[config.mk]
export PLATFORM = sky130hd
export DESIGN_NAME = cnn_win_sched
export DESIGN_NICKNAME = d
export VERILOG_FILES = /design/src/rtl/cnn_win_sched.sv
export SDC_FILE = /design/constraint.sdc
export NUM_CORES = 1
export LEC_CHECK = 0
export BUFFER_PORTS_ARGS = -buffer_cell sky130_fd_sc_hd__buf_2
export CAP_MARGIN = 20
export CORE_MARGIN = 4
export CORE_UTILIZATION = 30
export CTS_CLUSTER_SIZE = 16
export DETAILED_ROUTE_END_ITERATION = 6
export GPL_TIMING_DRIVEN = 0
export HOLD_SLACK_MARGIN = 0.02
export SYNTH_ARGS = -nofsm -noshare
export SYNTH_HDL_FRONTEND = slang
export SYNTH_SLANG_ARGS = --single-unit
[constraint.sdc]
create_clock -name clk -period 4.44 [get_ports clk]
set_input_delay 0 -clock clk [delete_from_list [all_inputs] [get_ports clk]]
set_output_delay 0 -clock clk [all_outputs]
set_load 0.05 [all_outputs]
[src/rtl/cnn_win_sched.sv]
`default_nettype none
// ============================================================================
// Module   : cnn_win_sched
// Purpose  : 3x3 window fetch scheduler for the CNN input path. Walks a
//            convolution window across an IMG_W x IMG_H image held in the
//            input RAM, issuing one read per cycle. Each read carries a tap
//            tag that is delayed by RD_LAT so the core receives a qualified
//            pixel stream. A read-after-write guard on wr_ptr lets fetching
//            overlap image loading. core_rdy paces windows to the core.
// Ports    : clk, rst_n (async, active-low)
//            start, abort            frame control pulses
//            wr_ptr [AW]             pixels already written to the RAM
//            core_rdy                core can take a new window
//            ram_rd, ram_addr [AW]   RAM read request
//            pix_vld, pix_tap[4],
//            pix_first, pix_last     tap tag aligned to RAM dout
//            busy, done              frame status
// Config   : CNN_WIN_STRIDE2_EN - stride 2 in both axes (default stride 1)
// Revision : 1.0 - initial release
// ============================================================================
module cnn_win_sched #(
  parameter int IMG_W  = 28,
  parameter int IMG_H  = 28,
  parameter int AW     = 10,
  parameter int RD_LAT = 1
) (
  input  logic          clk,
  input  logic          rst_n,
  input  logic          start,
  input  logic          abort,
  input  logic [AW-1:0] wr_ptr,
  input  logic          core_rdy,
  output logic          ram_rd,
  output logic [AW-1:0] ram_addr,
  output logic          pix_vld,
  output logic [3:0]    pix_tap,
  output logic          pix_first,
  output logic          pix_last,
  output logic          busy,
  output logic          done
);

`ifdef CNN_WIN_STRIDE2_EN
  localparam int STRIDE = 2;
`else
  localparam int STRIDE = 1;
`endif

  // Final window position: largest multiple of STRIDE that still fits.
  localparam int LAST_C = ((IMG_W - 3) / STRIDE) * STRIDE;
  localparam int LAST_R = ((IMG_H - 3) / STRIDE) * STRIDE;

  localparam logic [AW-1:0] W1         = AW'(IMG_W);
  localparam logic [AW-1:0] W2         = AW'(2 * IMG_W);
  localparam logic [AW-1:0] RB_STEP    = AW'(STRIDE * IMG_W);
  localparam logic [AW-1:0] C_STEP     = AW'(STRIDE);
  localparam logic [AW-1:0] C_LAST     = AW'(LAST_C);
  localparam logic [AW-1:0] RB_LAST    = AW'(LAST_R * IMG_W);
  localparam logic [3:0]    DRAIN_LAST = 4'(RD_LAT - 1);

  typedef enum logic [2:0] {
    S_IDLE  = 3'd0,
    S_WAIT  = 3'd1,
    S_FETCH = 3'd2,
    S_DRAIN = 3'd3,
    S_DONE  = 3'd4
  } state_t;

  state_t        state, state_nx;
  logic [AW-1:0] rb;        // row base r*IMG_W
  logic [AW-1:0] c;         // column of window top-left
  logic [3:0]    t;         // tap index in FETCH, drain count in DRAIN
  logic [AW-1:0] base;
  logic [AW-1:0] anchor;
  logic [AW-1:0] row_off;
  logic [AW-1:0] col_off;
  logic          last_win;

  assign base     = rb + c;
  assign anchor   = base + W2 + AW'(2);   // bottom-right pixel of the window
  assign last_win = (rb == RB_LAST) && (c == C_LAST);

  // Tap -> (row, col) offset without a divider.
  always_comb begin
    row_off = '0;
    col_off = '0;
    case (t)
      4'd0: begin row_off = '0; col_off = AW'(0); end
      4'd1: begin row_off = '0; col_off = AW'(1); end
      4'd2: begin row_off = '0; col_off = AW'(2); end
      4'd3: begin row_off = W1; col_off = AW'(0); end
      4'd4: begin row_off = W1; col_off = AW'(1); end
      4'd5: begin row_off = W1; col_off = AW'(2); end
      4'd6: begin row_off = W2; col_off = AW'(0); end
      4'd7: begin row_off = W2; col_off = AW'(1); end
      4'd8: begin row_off = W2; col_off = AW'(2); end
      default: begin row_off = '0; col_off = '0; end
    endcase
  end

  // State register
  always_ff @(posedge clk or negedge rst_n) begin
    if (!rst_n) state <= S_IDLE;
    else        state <= state_nx;
  end

  // Next state and outputs
  always_comb begin
    state_nx = state;
    ram_rd   = 1'b0;
    ram_addr = '0;
    busy     = (state != S_IDLE);
    done     = 1'b0;
    case (state)
      S_IDLE:  if (start) state_nx = S_WAIT;
      // core_rdy only matters here; once a window starts it runs to the end.
      S_WAIT:  if ((wr_ptr > anchor) && core_rdy) state_nx = S_FETCH;
      S_FETCH: begin
        ram_rd   = 1'b1;
        ram_addr = base + row_off + col_off;
        if (t == 4'd8) state_nx = S_DRAIN;
      end
      S_DRAIN: if (t == DRAIN_LAST) state_nx = last_win ? S_DONE : S_WAIT;
      S_DONE: begin
        done     = 1'b1;
        state_nx = S_IDLE;
      end
      default: state_nx = S_IDLE;
    endcase
    if (abort) state_nx = S_IDLE;
  end

  // Window position and tap/drain counter
  always_ff @(posedge clk or negedge rst_n) begin
    if (!rst_n) begin
      rb <= '0;
      c  <= '0;
      t  <= '0;
    end else begin
      case (state)
        S_IDLE: if (start) begin
          rb <= '0;
          c  <= '0;
          t  <= '0;
        end
        S_FETCH: t <= (t == 4'd8) ? 4'd0 : t + 4'd1;
        S_DRAIN: begin
          if (t == DRAIN_LAST) begin
            t <= '0;
            if (!last_win) begin
              if (c != C_LAST) begin
                c <= c + C_STEP;
              end else begin
                c  <= '0;
                rb <= rb + RB_STEP;
              end
            end
          end else begin
            t <= t + 4'd1;
          end
        end
        default: ;
      endcase
    end
  end

  // Tag pipeline {vld, tap[3:0], first, last}, RD_LAT deep to track RAM dout.
  logic [6:0] tag_in;
  logic [6:0] tag_q [RD_LAT];

  assign tag_in = (state == S_FETCH) ? {1'b1, t, (t == 4'd0), (t == 4'd8)} : 7'd0;

  always_ff @(posedge clk or negedge rst_n) begin
    if (!rst_n) begin
      for (int i = 0; i < RD_LAT; i++) tag_q[i] <= '0;
    end else if (abort) begin
      // Reads already in flight are dropped so nothing leaks past an abort.
      for (int i = 0; i < RD_LAT; i++) tag_q[i] <= '0;
    end else begin
      tag_q[0] <= tag_in;
      for (int i = 1; i < RD_LAT; i++) tag_q[i] <= tag_q[i-1];
    end
  end

  assign {pix_vld, pix_tap, pix_first, pix_last} = tag_q[RD_LAT-1];

endmodule
`default_nettype wire

Yosys cells after proc, flatten, opt, wreduce, memory -nomap -nowiden

Memory sizes are Yosys's and may differ from the RTL's.
Cells that the tools add are included.

Add/subtract/negate cells: 8
Order comparisons: 1
Equal/unequal tests: 16
Multiplexer cells: 25
Reductions and logical operators: 11

Operators with widths:

| operator                                               | number |
|---|---|
| 2-to-1 mux 10 bit                                      | 8 |
| case mux 10 bit (2 select lines)                       | 2 |
| adder 10 bit                                           | 3 |
| 2-to-1 mux 3 bit                                       | 6 |
| 2-to-1 mux 7 bit                                       | 2 |
| 2-to-1 mux 4 bit                                       | 3 |
| inequality test 3 bit, second input constant           | 4 |
| case mux 3 bit (4 select lines)                        | 1 |
| case mux 4 bit (3 select lines)                        | 1 |
| adder 10 x 1 -> 10 bit, second input constant          | 1 |
| adder 10 x 2 -> 10 bit, second input constant          | 1 |
| adder 10 x 5 -> 10 bit, second input constant          | 1 |
| adder 10 x 6 -> 10 bit, second input constant          | 1 |
| == test 10 bit, second input constant                  | 1 |
| == test 10 x 5 -> 1 bit, second input constant         | 1 |
| > comparator 10 bit                                    | 1 |
| inequality test 10 x 5 -> 1 bit, second input constant | 1 |
| inequality test 2 bit, second input constant           | 4 |
| AND reduction 4 bit                                    | 2 |
| == test 3 x 2 -> 1 bit, second input constant          | 2 |
| nonzero test 3 bit                                     | 2 |
| AND reduction 5 bit                                    | 1 |
| adder 4 x 1 -> 4 bit, second input constant            | 1 |
| == test 4 bit, second input constant                   | 1 |
| other kinds (8)                                        | 10 |

Register bits: 34
ROM bits: 96
Bits of input ports: 15
Output and inout port bits: 20
Word-level logic and storage cells: 67
Memories kept: 1

Memory list:

| name             | depth | bits a word | read ports | clocked after memory_dff | wr ports | RTL line | RTL |
|---|---|---|---|---|---|---|---|
| (name not given) | 16    | 6           | 1          | 0                        | 0        | 87       | `case (t)` |

Longest topological paths before layout

Depth after elaboration: 8
Mapped depth: 14
Mapped depth without buffers: 14

Least setup slack after synthesis

OpenSTA, ideal clock, no wires.

Kind: flip-flop to output port
Start point: register t[0]
End point: output ram_addr[6]
Arrival: 3507 ps
Required time: 4440 ps
Path slack: 933 ps
Stages on the path, launching flop included: 13
Path buffers: 0
Path through: dfrtp_1 inv_1 ha_1 a211oi_1 ha_1 inv_1 fa_1 nor2b_1 o21ai_0 a21boi_0 o22ai_1 and3_1 nor3_1

Word-level cells in the longest chain between the ends: 4

RTL lines:

| item                    | RTL line | RTL |
|---|---|---|
| from (decl)             | 72       | `logic [3:0] t;` |
| from (signal assigned)  | 146      | `S_FETCH: t <= (t == 4'd8) ? 4'd0 : t + 4'd1;` |
| from (signal assigned)  | 159      | `t <= t + 4'd1;` |
| memory (16 x 6 bit) (*) | n/a      |  |
| adder 10 bit            | 120      | `ram_addr = base + row_off + col_off;` |
| adder 10 bit (*)        | 120      |  |
| 2-to-1 mux 10 bit (*)   | 114      | `case (state)` |
| to (decl)               | 34       | `output logic [AW-1:0] ram_addr,` |

Mark *: on every way between the ends. The rest lies on a longest branch, timed or not.

Worst setup path in the final report

Start point: register t[0]
End point: output ram_addr[8]

The elaborated chain is that of the path after synthesis.

==> metrics.yaml <==
final_layout:
  antenna_cells_inserted: 0
  layout-drive-gt1-share_pct: 16.4
  layout.nets: 408
  areaGrowthSynthToFinish_pct: 15.0
  layout_common_cells: "sky130_fd_sc_hd__buf_2 (38), sky130_fd_sc_hd__ha_1 (33), sky130_fd_sc_hd__dfrtp_1 (32), sky130_fd_sc_hd__nor2_1 (25), sky130_fd_sc_hd__xor2_1 (21)"
  finish.utilization_pct: 35.1
  mostFrequentLayoutCell: "sky130_fd_sc_hd__buf_2"
floorplanning:
  core.rowCount: 35
  core_area_sq_um: 9200
  die_w_microns: 105
  die_h_microns: 105
  initial_core_utilization_pct: 30.5
  num_io_pins: 35
  design.die.area_sq_um: 11000
synthesis:
  synth.ff_latch_count: 32
  asyncSetResetFlopFracSynth_pct: 100
  netlist.area_leader.share_pct: 28.5
  synth_nets: 367
  synth.lib_cells_used.distinct: 58
  seq_total_area_yosys_pct: 28.5
  number_of_instances_in_the_synthesized_netlist: 318
  synth_warnings: 0
  synth.avg_cell_area_sq_um: 8.83
  synth_enable_flop_cells: 0
  most_instantiated_flip_flop_cell_in_the_synthesis_netlist: "sky130_fd_sc_hd__dfrtp_1"
  netlist.top_cell.by_area: "sky130_fd_sc_hd__dfrtp_1"
  netlist_area_sq_um: 2810
  netlist_top_cells_area: "sky130_fd_sc_hd__dfrtp_1 (29%), sky130_fd_sc_hd__ha_1 (15%), sky130_fd_sc_hd__xor2_1 (6.5%)"
drt:
  detail_route.first_pass.iterations: 4
  routed_wirelength_mm: 6.63
  drt-vias-per-instance: 5.04
  postRouteAntennaNets: 0
  routedWlPerCell_microns: 14.1
  drtIter0Drc: 118
  routed-via-count: 2375
  route.detailed.drc: 0
power_and_ir_drop:
  fin_total_pwr_mw: 0.870
  peakVddDrop_mv: 0.127
  p_per_area_nw_per_um2: 269
  p_leak_nw: 1.55
place:
  gp_routability_congestion: 0.839
  portBuffers: 33
  dpl.hpwl_mm: 5.30
  place_worst_setup_slack_ns: 0.798
global_routing:
  globalRoute.totalOverflow: 0
  grt_antenna_before_repair: 0
  first_global_vias: 2351
  wire_length_of_the_first_global_routing_pass_mm: 11.4
  grt_start_max_net_pins: 33
  globalRouteTotalUtil_pct: 12.5
timing:
  min_period_ns: 3.65
  setup_slack_ns: 0.787
  hold_viol: 0
  timing.final.crit_share_pct: 82.3
  slew_headroom_pct: 51.1
  slew_violations: 0
  clock_skew_ns: 0.00725
  setup_repair_after_global_routing_missed_its_margin: "no"
  max_slew.worst_pin.slew_ns: 0.734
  sum_neg_setup_slack_ns: 0
  setup-violations-final: 0
  max_freq_mhz: 274
  hold_ws_ns: 0.134
clock_network:
  max-clock-path-buffers: 2
  clock_tree.root_cell: "sky130_fd_sc_hd__clkbuf_8"
  cts_num_sinks: 32
  path_clk_slew_ns: 0.07
  cts_setup_buffers: 0
  clkLatencyLatePin_ns: 0.28
  h_tree_depth: 2
  tritoncts: "built"
  cts.hold.buffers_added: 1
  post_cts.resized_instances: 0
  cts_inserted_buffers: 5
critical_path:
  timing_worst_setup_path_type: "reg -> out"
  critical_path.endpoint_type: "output port"
  worst-r2r-setup-slack_ns: 0.79
  worstPathRequired_ns: 4.44
  crit_slowest_cell: "sky130_fd_sc_hd__dfrtp_1"
  critPathMaxFanout: 6
  max_stage_delay_ns: 0.43
  worstPathCellList: "inv_1 -> ha_1 -> a211oi_1 -> ha_1 -> inv_1 -> fa_1 -> nor2b_1 -> o21ai_0 -> a21boi_0 -> o22ai_1 -> a2111o_1 -> o21ai_1 -> buf_2"
  critical_path_arrival_ns: 3.65
  critical_path.startpoint_type: "flop"
run:
  timing.max_cap.violations: 0
run_status:
  run_status: "finished, final reports clean"
min_path:
  hold_path.class: "in -> reg"
==> through the flow <==
stage               std cells  area [sq um]
floorplan                 318          2810
global placement          462          3110
detailed placement        462          3110
CTS                       471          3230
global route              471          3230
finish                    471          3230
==> flip-flops by register name, indices dropped and copies added, names as in the netlist <==
signal and cells:
c 10, rb 8, tag_q 7, t 4, state 3
==> worst max-delay path, delay by kind of cell (launching register included) <==
kind / cells / cell delay, ns
adders and majority gates: 3 / 0.97
buffers and inverters: 3 / 0.47
AOI/OAI and AO/OA: 6 / 1.34
DFF: 1 / 0.43
and+or+nand+nor: 1 / 0.15
==> cells in the mapped netlist, types with 3 or more instances <==
library cell and n:
sky130_fd_sc_hd__ha_1 33, sky130_fd_sc_hd__dfrtp_1 32, sky130_fd_sc_hd__nor2_1 25, sky130_fd_sc_hd__xor2_1 21, sky130_fd_sc_hd__inv_1 20, sky130_fd_sc_hd__nand2_1 20
sky130_fd_sc_hd__a21oi_1 15, sky130_fd_sc_hd__o21ai_0 11, sky130_fd_sc_hd__xnor2_1 11, sky130_fd_sc_hd__and3_1 10, sky130_fd_sc_hd__nor3_1 10, sky130_fd_sc_hd__nand4_1 9
sky130_fd_sc_hd__o21ai_1 8, sky130_fd_sc_hd__a211oi_1 6, sky130_fd_sc_hd__and2_1 6, sky130_fd_sc_hd__nand3_1 6, sky130_fd_sc_hd__a21o_1 5, sky130_fd_sc_hd__buf_2 5
sky130_fd_sc_hd__or3_1 5, sky130_fd_sc_hd__clkbuf_1 4, sky130_fd_sc_hd__mux2i_1 4, sky130_fd_sc_hd__nand2b_1 4, sky130_fd_sc_hd__nor2b_1 4, sky130_fd_sc_hd__nor3b_1 3
==> report_power, final <==
part / switching [mW] / internal [mW] / leakage, nW
sequential: 0.0212 / 0.305 / 0.444
clock: 0.106 / 0.166 / 0.0552
combinational: 0.167 / 0.104 / 1.05
total: 0.295 / 0.575 / 1.55
==> metal layers <==
metal | share of wire [%] | vias to the layer above | track usage (%) | routed length (microns)
met5 | 0 | - | 0 | 0
li1 | - | 1221 | - | -
met4 | 1.3 | 0 | 3.94 | 88
met3 | 3.1 | 5 | 2.29 | 204
met2 | 47 | 30 | 20.2 | 3120
met1 | 48 | 1119 | 16.9 | 3210
==> kinds of logic after synthesis <==
| family | Yosys count | share of synthesized area, % |
|---|---|---|
| flip-flops | 32 | 28.5 |
| buffers and inverters | 29 | 4.10 |
| multiplexers | 4 | 1.43 |
| adder cells (fa/ha/maj) | 34 | 15.4 |
| AND/OR/NAND/NOR | 120 | 24.8 |
| AO/OA/AOI/OAI | 67 | 15.8 |
| XOR/XNOR | 32 | 9.98 |
==> layout make-up <==
cell class	instances	area, sq um
Timing Repair Buffer	34	175
Clock buffer	6	72.6
Multi-Input combinational cell	257	1890
Tap cell	111	139
Clock inverter	2	35.0
Sequential cell	32	801
Inverter	20	75.1
Buffer	9	40.0
Fill cell	977	5970
==> path summary, 6_finish.rpt <==
| check | end | depth (start not counted) | start |
|---|---|---|---|
| worst max-delay path | ram_addr[8] | 13 | t[0]$_DFFE_PN0P_ |
| worst min-delay path | rb[6]$_DFFE_PN0P_ | 4 | start |
| worst max register to register | state[0]$_DFFE_PN0P_ | 14 | c[3]$_DFFE_PN0P_ |
| worst min register to register | rb[2]$_DFFE_PN0P_ | 1 | rb[2]$_DFFE_PN0P_ |
| max in group asynchronous | c[2]$_DFFE_PN0P_ | 2 | rst_n |
| min in group asynchronous | state[0]$_DFFE_PN0P_ | 2 | rst_n |
No activity file was read; power rests on OpenSTA's default activity.
